[src/rtl/alu_dispatch_1210084.sv]
// Sequencing front end for the multifunction ALU: accepts one request, starts the
// selected function unit, waits for its done (or a timeout) and returns the result.
module alu_dispatch_1210084 #(
    parameter int SIZE    = 3,
    parameter int TIMEOUT = 15
) (
    input  logic                  clk,
    input  logic                  rst_n,
    input  logic                  req_valid,
    output logic                  req_ready,
    input  logic [3:0]            req_sel,
    input  logic [SIZE-1:0]       req_a,
    input  logic [SIZE-1:0]       req_b,
    output logic [SIZE-1:0]       fu_a,
    output logic [SIZE-1:0]       fu_b,
    output logic [7:0]            fu_start,
    input  logic [7:0]            fu_done,
    input  logic [8*(SIZE+2)-1:0] fu_result,
    output logic                  rsp_valid,
    input  logic                  rsp_ready,
    output logic [SIZE+1:0]       rsp_result,
    output logic                  rsp_err,
    output logic [3:0]            rsp_sel
);

    localparam int RW = SIZE + 2;
    localparam int CW = $clog2(TIMEOUT + 1);

    typedef enum logic [1:0] {IDLE, ISSUE, WAIT, RESP} state_t;

    state_t          state;
    state_t          state_nxt;
    logic [CW-1:0]   cnt;
    logic [2:0]      unit;
    logic            done_hit;
    logic            last_cycle;
    logic [RW-1:0]   slice;

    // rsp_sel doubles as the in-flight unit index; only legal selects reach ISSUE/WAIT.
    assign unit       = rsp_sel[2:0];
    assign done_hit   = fu_done[unit];
    assign slice      = fu_result[unit*RW +: RW];
    assign last_cycle = (cnt == CW'(TIMEOUT - 1));

    always_comb begin
        state_nxt = state;
        unique case (state)
            IDLE:    if (req_valid) state_nxt = req_sel[3] ? RESP : ISSUE;
            ISSUE:   state_nxt = WAIT;
            WAIT:    if (done_hit || last_cycle) state_nxt = RESP;
            RESP:    if (rsp_ready) state_nxt = IDLE;
            default: state_nxt = IDLE;
        endcase
    end

    assign req_ready = (state == IDLE);
    assign rsp_valid = (state == RESP);
    assign fu_start  = (state == ISSUE) ? (8'd1 << unit) : 8'd0;

    always_ff @(posedge clk or negedge rst_n) begin
        if (!rst_n) begin
            state      <= IDLE;
            cnt        <= '0;
            fu_a       <= '0;
            fu_b       <= '0;
            rsp_result <= '0;
            rsp_err    <= 1'b0;
            rsp_sel    <= '0;
        end else begin
            state <= state_nxt;
            unique case (state)
                IDLE: begin
                    if (req_valid) begin
                        rsp_sel <= req_sel;
                        fu_a    <= req_a;
                        fu_b    <= req_b;
                        if (req_sel[3]) begin
                            rsp_result <= '0;
                            rsp_err    <= 1'b1;
                        end
                    end
                end
                ISSUE: cnt <= '0;
                WAIT: begin
                    // A done on the final allowed cycle still wins over the timeout.
                    if (done_hit) begin
                        rsp_result <= slice;
                        rsp_err    <= 1'b0;
                    end else begin
                        cnt <= cnt + CW'(1);
                        if (last_cycle) begin
                            rsp_result <= '0;
                            rsp_err    <= 1'b1;
                        end
                    end
                end
                default: ;
            endcase
        end
    end

endmodule

[config.mk]
export PLATFORM = sky130hd
export DESIGN_NAME = alu_dispatch_1210084
export DESIGN_NICKNAME = d
export VERILOG_FILES = /design/src/rtl/alu_dispatch_1210084.sv
export SDC_FILE = /design/constraint.sdc
export NUM_CORES = 1
export LEC_CHECK = 0
export CAP_MARGIN = 25
export CELL_PAD_IN_SITES_DETAIL_PLACEMENT = 1
export CELL_PAD_IN_SITES_GLOBAL_PLACEMENT = 2
export CORE_MARGIN = 4
export CORE_UTILIZATION = 32
export CTS_BUF_LIST = sky130_fd_sc_hd__clkbuf_16
export CTS_CLUSTER_DIAMETER = 60
export DETAILED_ROUTE_END_ITERATION = 16
export DONT_BUFFER_PORTS = 1
export GPL_ROUTABILITY_DRIVEN = 0
export PLACE_DENSITY_LB_ADDON = 0.1
export SYNTH_ARGS = -nofsm -noshare
export SYNTH_HDL_FRONTEND = slang
export SYNTH_SLANG_ARGS = --single-unit
[constraint.sdc]
create_clock -name clk -period 1.9 [get_ports clk]
set_input_delay 0.095 -clock clk [delete_from_list [all_inputs] [get_ports clk]]
set_output_delay 0.095 -clock clk [all_outputs]
set_load 0.02 [all_outputs]
* After elaboration in Yosys (flattened, before gate mapping) *
Cells that the tools add are included.

word-level totals
  register bits after elaboration = 22
  input port bits = 62
  output and inout port bits = 26
  logic and storage cells = 50

cells by class
  add/subtract/negate cells = 1
  $mul = 1
  $lt $le $gt $ge = 1
  equality and inequality tests = 10
  shifts and indexed selects = 2
  multiplexer cells = 20
  reduce and logical (&&, ||, !) cells = 8

operators by type and width
  kind                                                                      count
  40-bit by 7-bit indexed part select with 5-bit output                     1
  5-bit 2-to-1 mux                                                          4
  5-bit one-hot mux with 2 select lines                                     1
  2-bit 2-to-1 mux                                                          4
  8-bit 2-to-1 mux                                                          1
  2-bit one-hot mux with 4 select lines                                     1
  4-bit one-hot mux with 2 select lines                                     1
  1-bit by 3-bit << shifter with 8-bit output (first input constant)        1
  3-bit by 3-bit multiplier with 6-bit output (second input constant)       1
  2-bit inequality test (second input constant)                             3
  1-bit 2-to-1 mux                                                          5
  4-bit by 1-bit adder with 4-bit output (second input constant)            1
  2-bit == test (second input constant)                                     2
  4-bit == test (second input constant)                                     1
  3-bit by 4-bit < comparator with 1-bit output (second input constant)     1
  4-bit 2-to-1 mux                                                          1
  2-bit by 1-bit inequality test with 1-bit output (second input constant)  2
  2-bit AND reduction                                                       2
  4-bit AND reduction                                                       1
  2-bit nonzero test                                                        2
  1-bit binary-select mux with 3-bit select                                 1
  3-bit inequality test (second input constant)                             1
  3-bit AND reduction                                                       1
  2-bit by 1-bit == test with 1-bit output (second input constant)          1
  other kinds (3)                                                           3

* Depth between registers and ports, before layout *
Gate-level depths: netlist of run 1.

  depth in word-level cells = 5
  gate-level depth with buffers = 7
  depth with buffers taken out = 6

* Least setup slack after synthesis of run 1 *
OpenSTA, ideal clock, no wires.

  kind = reg-to-reg
  start point = register rsp_sel[1]
  end point = register cnt[3]
  library setup time = 0.069 ns
  arrival = 2.095 ns
  required time = 1.831 ns
  slack = -0.264 ns
  cell stages (with the launch flop) = 7
  buffers on the path = 2
  period minus slack after synthesis = 2.164 ns
  path through = dfrtp_1 > buf_6 > mux2_1 > mux4_2 > buf_6 > or4_1 > nand3_1

on the way
  longest elaborated chain between the ends = 4

ends and longest elaborated chain
  element                                    line  RTL
  from (decl)                                23    output logic [3:0] rsp_sel
  from (signal assigned)                     74    rsp_sel <= req_sel;
  1-bit binary-select mux with 3-bit select  41    assign done_hit = fu_done[unit];
  1-bit 2-to-1 mux (not written as such)     41
  2-bit inequality test (no line)            n/a
  2-bit AND reduction (no line)              n/a
  to (signal assigned)                       90    cnt <= cnt + CW'(1);
  to (decl)                                  33    logic [CW-1:0] cnt;

Every way passes these cells. The select of a mux whose other input is x is not followed.
A chain may end at the register's enable or synchronous reset.

* Worst setup path in the final report of run 1 *
Ends and elaborated chain as after synthesis.

==> flow_metrics.env, run 1 <==
export IMPL_status="finished, violations left"
export IMPL_violations="negative setup slack"
export IMPL_async_flop_share=1.00
export IMPL_fin_ws_ns=-0.0393
export IMPL_final_setup_skew_ns=0.00551
export IMPL_syn_inst=122
export IMPL_fp_dieW_um=75.2
export IMPL_synth_seq_area_share=0.381
export IMPL_start_kind="flop"
export IMPL_placed_area_um2=1580
export IMPL_nNetsFinal=213
export IMPL_yosys_warnings=0
export IMPL_grt_use_total=0.128
export IMPL_grt_pass1_wl_mm=5.44
export IMPL_worst_slew_pin_slew_ns=0.390
export IMPL_vias_per_cell=5.46
export IMPL_grt_max_degree=23
export IMPL_synth_cell_types=29
export IMPL_clock_root_buffer="clkbuf_16"
export IMPL_arrival_ns=2.13
export IMPL_final_cell_mix="dfrtp_1 (21), buf_4 (14), mux4_2 (11)"
export IMPL_p_leak_nw=0.788
export IMPL_post_place_ws_ns=-0.0926
export IMPL_rows=24
export IMPL_synth_edff_count=0
export IMPL_clkLatencyLatePin_ns=0.26
export IMPL_drv_cap=0
export IMPL_dp_hpwl_mm=2.98
export IMPL_hold_path_class="input pin to flop"
export IMPL_ant_nets=0
export IMPL_syn_avg_cell_area_um2=11.8
export IMPL_cts_clk_slew_worst_paths_ns=0.06
export IMPL_numPortBuffers=0
export IMPL_wirelength_mm=3.80
export IMPL_initial_utilization=0.332
export IMPL_post_cts_buffers=0
export IMPL_irDropWorstVdd_uv=554
export IMPL_crit_reg2reg_launch="rsp_sel[1]$_DFFE_PN0P_"
export IMPL_power_density_nw_per_um2=1790
export IMPL_core_um2=4350
export IMPL_overflow=0
export IMPL_syn_nets=190
export IMPL_final_layout_size_suffix_gt1_frac=0.354
export IMPL_fp_dieH_um=75.2
export IMPL_cts_tree="built"
export IMPL_io_pins=88
export IMPL_reg2reg_depth=4
export IMPL_area_growth_pct=27.8
export IMPL_p_total_mw=3.30
export IMPL_wl_per_cell_um=19.4
export IMPL_layout_commonest_cell="dfrtp_1"
export IMPL_hold_depth=2
export IMPL_vias=1070
export IMPL_design_area_um2=1850
export IMPL_required_ns=2.09
export IMPL_fmax_mhz=516
export IMPL_rsz0062_at_grt="true"
export IMPL_num_fill_cells=472
export IMPL_syn_area_um2=1440
export IMPL_drc=0
export IMPL_critPathMaxFanout=8
export IMPL_finalSetupViolCount=3
export IMPL_drt_initial_drc_count=5
export IMPL_htree_levels=1
export IMPL_maxSlewHeadroom=0.739
export IMPL_n_antenna_cell=0
export IMPL_clock_path_buffers=2
export IMPL_synth_flop_cell="dfrtp_1"
export IMPL_holdCritStartpoint="req_sel[3]"
export IMPL_dr_pass1_iters=3
export IMPL_endpoint_kind="flop"
export IMPL_period_needed_ns=1.94
export IMPL_hold_worst_slack_ns=0.0263
export IMPL_worstHoldEndpoint="rsp_sel[3]$_DFFE_PN0P_"
export IMPL_grt_pass1_vias=1151
export IMPL_period_share=1.02
export IMPL_setup_worst_path_class="flop to flop"
export IMPL_cts_sinks=22
export IMPL_r2r_end="cnt[3]$_DFFE_PN0P_"
export IMPL_ys_seq_elements=22
export IMPL_slew_viol_final=0
export IMPL_antenna_found_initial=0
export IMPL_cts_made_buffers=3
export IMPL_die_area_um2=5650
export IMPL_r2r_slack_ns=-0.04
export IMPL_hold_viol_final=0
-- final cells by class --
| class | count | area [um^2] | share of cell area |
|---|---|---|---|
| multi-input cells | 86 | 870 | 0.471 |
| flip-flops and latches | 22 | 552 | 0.299 |
| inverters | 6 | 22.5 | 0.0122 |
| well taps | 52 | 65.1 | 0.0353 |
| clock buffers | 3 | 75.1 | 0.0407 |
| repair buffers | 26 | 231 | 0.125 |
| clock inverters | 1 | 30.0 | 0.0163 |
-- routing by layer --
| metal | share of wire | wire (um) | track usage | up-vias |
|---|---|---|---|---|
| met1 | 0.37 | 1410 | 0.154 | 518 |
| met5 | 0 | 0 | 0 | - |
| met3 | 0.12 | 446 | 0.0254 | 4 |
| met2 | 0.50 | 1910 | 0.227 | 53 |
| met4 | 0.010 | 38 | 0.0466 | 0 |
| li1 | - | - | - | 495 |
-- kinds of logic after synthesis --
group | after synthesis | share of synthesized area
compound gates | 16 | 0.0806
mux | 31 | 0.324
flops | 22 | 0.381
fa+ha+maj | 6 | 0.0520
simple gates | 33 | 0.114
buf+inv | 14 | 0.0477
-- worst max path at each step --
stage                                 from                 end  slack [ns]  cells after the start
global route        rsp_sel[1]$_DFFE_PN0P_  cnt[3]$_DFFE_PN0P_       -0.07                      4
CTS                 rsp_sel[1]$_DFFE_PN0P_  cnt[3]$_DFFE_PN0P_       -0.04                      4
floorplan           rsp_sel[1]$_DFFE_PN0P_  cnt[3]$_DFFE_PN0P_       -0.11                      6
finish              rsp_sel[1]$_DFFE_PN0P_  cnt[3]$_DFFE_PN0P_       -0.04                      4
detailed placement  rsp_sel[1]$_DFFE_PN0P_  cnt[2]$_DFFE_PN0P_       -0.09                      4
global placement    rsp_sel[1]$_DFFE_PN0P_  cnt[2]$_DFFE_PN0P_       -0.05                      4
-- Yosys cell counts (all sizes together) (2+ instances only) --
cell type | number | area (um^2)
nand3 | 7 | 35.0
mux2 | 13 | 150
a21oi | 2 | 10.0
nand2b | 6 | 37.5
mux4 | 11 | 248
nand2 | 7 | 26.3
nor3 | 3 | 15.0
mux2i | 7 | 70.1
nor2b | 2 | 12.5
nor2 | 6 | 22.5
a21boi | 2 | 15.0
ha | 6 | 75.1
o2bb2ai | 5 | 43.8
dfrtp | 22 | 551
o21ai | 3 | 15.0
clkbuf | 3 | 11.3
buf | 5 | 35.0
inv | 6 | 22.5
-- state kept, by name, indices dropped and copies added (netlist names) --
signal	flops
cnt	4
rsp_err	1
fu_b	3
state	2
fu_a	3
rsp_sel	4
rsp_result	5
-- where the power goes --
part | switching, mW | internal [mW] | total (mW)
registers | 0.308 | 0.663 | 0.971
logic | 0.867 | 0.874 | 1.74
clock network | 0.174 | 0.419 | 0.592
total | 1.35 | 1.96 | 3.30
-- per-stage QoR --
step                      std cells   util  setup TNS (ns)
after global placement          181  0.364         -0.0638
after CTS                       194  0.414          -0.108
final                           196  0.424         -0.0584
after detailed placement        181  0.364          -0.285
after floorplan                 122      -          -0.407
after global routing            196  0.424          -0.624
-- worst max-delay path, stage by stage (launching register included) --
cell     delay, ns
dfrtp_2       0.45
mux2_4        0.31
mux4_2        0.59
or4_1         0.44
nand3_1       0.08
-- timing repair --
item                                    CTS  global route
gates resized for setup                   8             3
pin swaps                                 2             0
hold buffers                              9             1
endpoints found under the hold margin    30             1
endpoints found under the setup margin   10            11
Power figures use the tool's default switching activity.
==> run 2: changes to the inputs <==
Settings changed: ABC_AREA set to 1, CORE_UTILIZATION 32 to 28.
==> run 2 against run 1 <==
The flow now finishes without violations. Highest routed layer unchanged. Area after synthesis rose by 6.1%. Non-clock buffer count shrank 5. Critical path depth grew 5. Global-route usage up 1.6 points. Clock skew down 0.0038 ns. First-iteration DRC count increased to 7.2 times the previous value. Sequential cell count did not move. Design area rose by 1.1%. Combinational power about the same.
==> flow_metrics.env, run 2 <==
export IMPL_drt_initial_drc_count=36
export IMPL_dr_pass1_iters=4
export IMPL_grt_pass1_vias=1556
export IMPL_holdCritStartpoint="rsp_ready"
export IMPL_synth_seq_area_share=0.359
export IMPL_area_growth_pct=21.8
export IMPL_core_um2=5200
export IMPL_post_place_ws_ns=0.145
export IMPL_maxSlewHeadroom=0.699
export IMPL_drc=0
export IMPL_yosys_warnings=0
export IMPL_final_setup_skew_ns=0.00170
export IMPL_regMostFlops="rsp_result"
export IMPL_start_kind="flop"
export IMPL_vias=1497
export IMPL_overflow=0
export IMPL_path_cells="inv_1 > ha_1 > inv_2 > nand2_1 > nand2_1 > nor2_4 > nand2_4 > nand2_1 > nand2_1"
export IMPL_design_area_um2=1870
export IMPL_finalSetupViolCount=0
export IMPL_slowest_stage="dfrtp_1"
export IMPL_die_area_um2=6720
export IMPL_wirelength_mm=4.76
export IMPL_layout_commonest_cell="nand2_1"
export IMPL_rows=26
export IMPL_ant_nets=0
export IMPL_ys_seq_elements=22
export IMPL_clkLatencyLatePin_ns=0.25
export IMPL_io_pins=88
export IMPL_syn_avg_cell_area_um2=6.81
export IMPL_largest_register_ffs=5
export IMPL_async_flop_share=1.00
export IMPL_drv_cap=0
export IMPL_worstHoldEndpoint="state[1]$_DFFE_PN0P_"
export IMPL_clock_path_buffers=2
export IMPL_power_density_nw_per_um2=1750
export IMPL_synth_top_area_frac=0.359
export IMPL_tns_ns=0
export IMPL_numPortBuffers=0
export IMPL_grt_pass1_wl_mm=7.62
export IMPL_period_share=0.879
export IMPL_critPathMaxFanout=7
export IMPL_cts_tree="built"
export IMPL_p_leak_nw=0.928
export IMPL_final_layout_size_suffix_gt1_frac=0.135
export IMPL_cts_clk_slew_worst_paths_ns=0.06
export IMPL_yosys_top_cells_area="dfrtp_1 (36%), nand2_1 (29%), ha_1 (4.9%)"
export IMPL_grt_max_degree=23
export IMPL_fp_dieW_um=82.0
export IMPL_endpoint_kind="flop"
export IMPL_r2r_slack_ns=0.23
export IMPL_cpMostUsedCell="nand2_1"
export IMPL_grt_use_total=0.145
export IMPL_fin_ws_ns=0.230
export IMPL_slew_viol_final=0
export IMPL_wl_per_cell_um=15.1
export IMPL_hold_path_class="input pin to flop"
export IMPL_n_antenna_cell=0
export IMPL_num_fill_cells=663
export IMPL_hold_depth=4
export IMPL_nNetsFinal=313
export IMPL_irDropWorstVdd_uv=686
export IMPL_initial_utilization=0.294
export IMPL_vias_per_cell=4.77
export IMPL_antenna_found_initial=0
export IMPL_crit_reg2reg_launch="state[0]$_DFFE_PN0P_"
export IMPL_final_cell_mix="nand2_1 (120), dfrtp_1 (21), nor2_1 (13)"
export IMPL_placed_area_um2=1650
export IMPL_setup_worst_path_class="flop to flop"
export IMPL_cts_made_buffers=3
export IMPL_rsz0062_at_grt="false"
export IMPL_r2r_end="rsp_result[1]$_DFFE_PN0P_"
export IMPL_synth_flop_cell="dfrtp_1"
export IMPL_post_cts_buffers=0
export IMPL_period_needed_ns=1.67
export IMPL_cts_sinks=22
export IMPL_reg2reg_depth=9
export IMPL_htree_levels=1
export IMPL_required_ns=2.04
export IMPL_synth_common_cells="nand2_1 (120), dfrtp_1 (22), nor2_1 (13)"
export IMPL_worst_slew_pin_slew_ns=0.450
export IMPL_yosys_area_top_type="dfrtp_1"
export IMPL_arrival_ns=1.81
export IMPL_dp_hpwl_mm=3.84
export IMPL_fmax_mhz=599
export IMPL_slowest_delay_ns=0.42
export IMPL_clock_root_buffer="clkbuf_16"
export IMPL_syn_inst=225
export IMPL_status="finished clean"
export IMPL_yosysMostFrequentCell="nand2_1"
export IMPL_syn_area_um2=1530
export IMPL_hold_viol_final=0
export IMPL_syn_nets=293
export IMPL_fp_dieH_um=82.0
export IMPL_top_regs="rsp_result: 5 flops, cnt: 4 flops, rsp_sel: 4 flops"
export IMPL_synth_cell_types=25
export IMPL_synth_edff_count=0
-- run 2: cell types whose count changed after synthesis, moves of 4 or more --
| cell | change |
|---|---|
| nand2_1 | +113 |
| nand4_1 | +12 |
| mux4_2 | -11 |
| mux2_2 | -9 |
| mux2i_1 | -7 |
| nor2_1 | +7 |
| nand2b_1 | -6 |
| o21ai_0 | +5 |
| o2bb2ai_1 | -5 |
| inv_1 | +4 |
-- run 2: area by class of cell --
type                    instances  area [um^2]  area share
repair buffers                 21          193       0.103
multi-input cells             183          896       0.480
flip-flops and latches         22          552       0.296
clock inverters                 1         3.75     0.00201
inverters                      14         58.8      0.0315
clock buffers                   3         75.1      0.0402
well taps                      70         87.6      0.0469
-- run 2: logic make-up after synthesis --
logic type	after synthesis	share of synthesized area
and+or+nand+nor	166	0.479
DFF	22	0.359
buffers and inverters	20	0.0621
AOI/OAI and AO/OA	9	0.0392
adders and majority gates	6	0.0490
xor gates and xnor gates	2	0.0114
-- run 2: what timing repair did --
action | 4_1_cts | 5_1_grt
hold endpoints to repair | 32 | 0
hold buffers | 11 | 0
setup endpoints to repair | 0 | 8
gates resized for setup | 0 | 4
-- run 2: critical path, delay by kind of cell, from the launching register on --
kind | cells | cell delay (ns)
flip-flops | 1 | 0.42
AND/OR/NAND/NOR | 6 | 0.63
adder cells (fa/ha/maj) | 1 | 0.29
buffers and inverters | 2 | 0.21
-- run 2: per-stage QoR --
step,hold slack (ns),std cells,power [mW],util
final,0.152,314,3.26,0.358
after global routing,0.194,314,3.60,0.358
after CTS,0.157,313,3.31,0.353
after detailed placement,-0.200,298,2.80,0.316
after global placement,-0.200,298,2.74,0.316
after floorplan,-0.201,225,2.37,-
-- run 2: worst max path at each step --
stage,start,end,cells after the start
after global routing,state[0]$_DFFE_PN0P_,rsp_sel[2]$_DFFE_PN0P_,7
final,state[0]$_DFFE_PN0P_,rsp_result[1]$_DFFE_PN0P_,9
after floorplan,state[0]$_DFFE_PN0P_,rsp_err$_DFFE_PN0P_,9
after CTS,rsp_sel[0]$_DFFE_PN0P_,fu_start[2],3
after detailed placement,state[0]$_DFFE_PN0P_,rsp_err$_DFFE_PN0P_,9
after global placement,state[0]$_DFFE_PN0P_,rsp_err$_DFFE_PN0P_,9
-- run 2: where the power goes --
group | internal [mW] | leakage, nW | switching [mW] | total (mW)
combinational | 0.609 | 0.607 | 1.16 | 1.76
sequential | 0.665 | 0.283 | 0.385 | 1.05
clock | 0.281 | 0.0385 | 0.168 | 0.449
-- run 2: metal layers --
metal / GRT usage / wire length, um / share of wire
met1: 0.169 / 1850 / 0.39
met2: 0.268 / 2390 / 0.50
met3: 0.0285 / 487 / 0.10
met4: 0.0349 / 31 / 0.0065
met5: 0 / 0 / 0
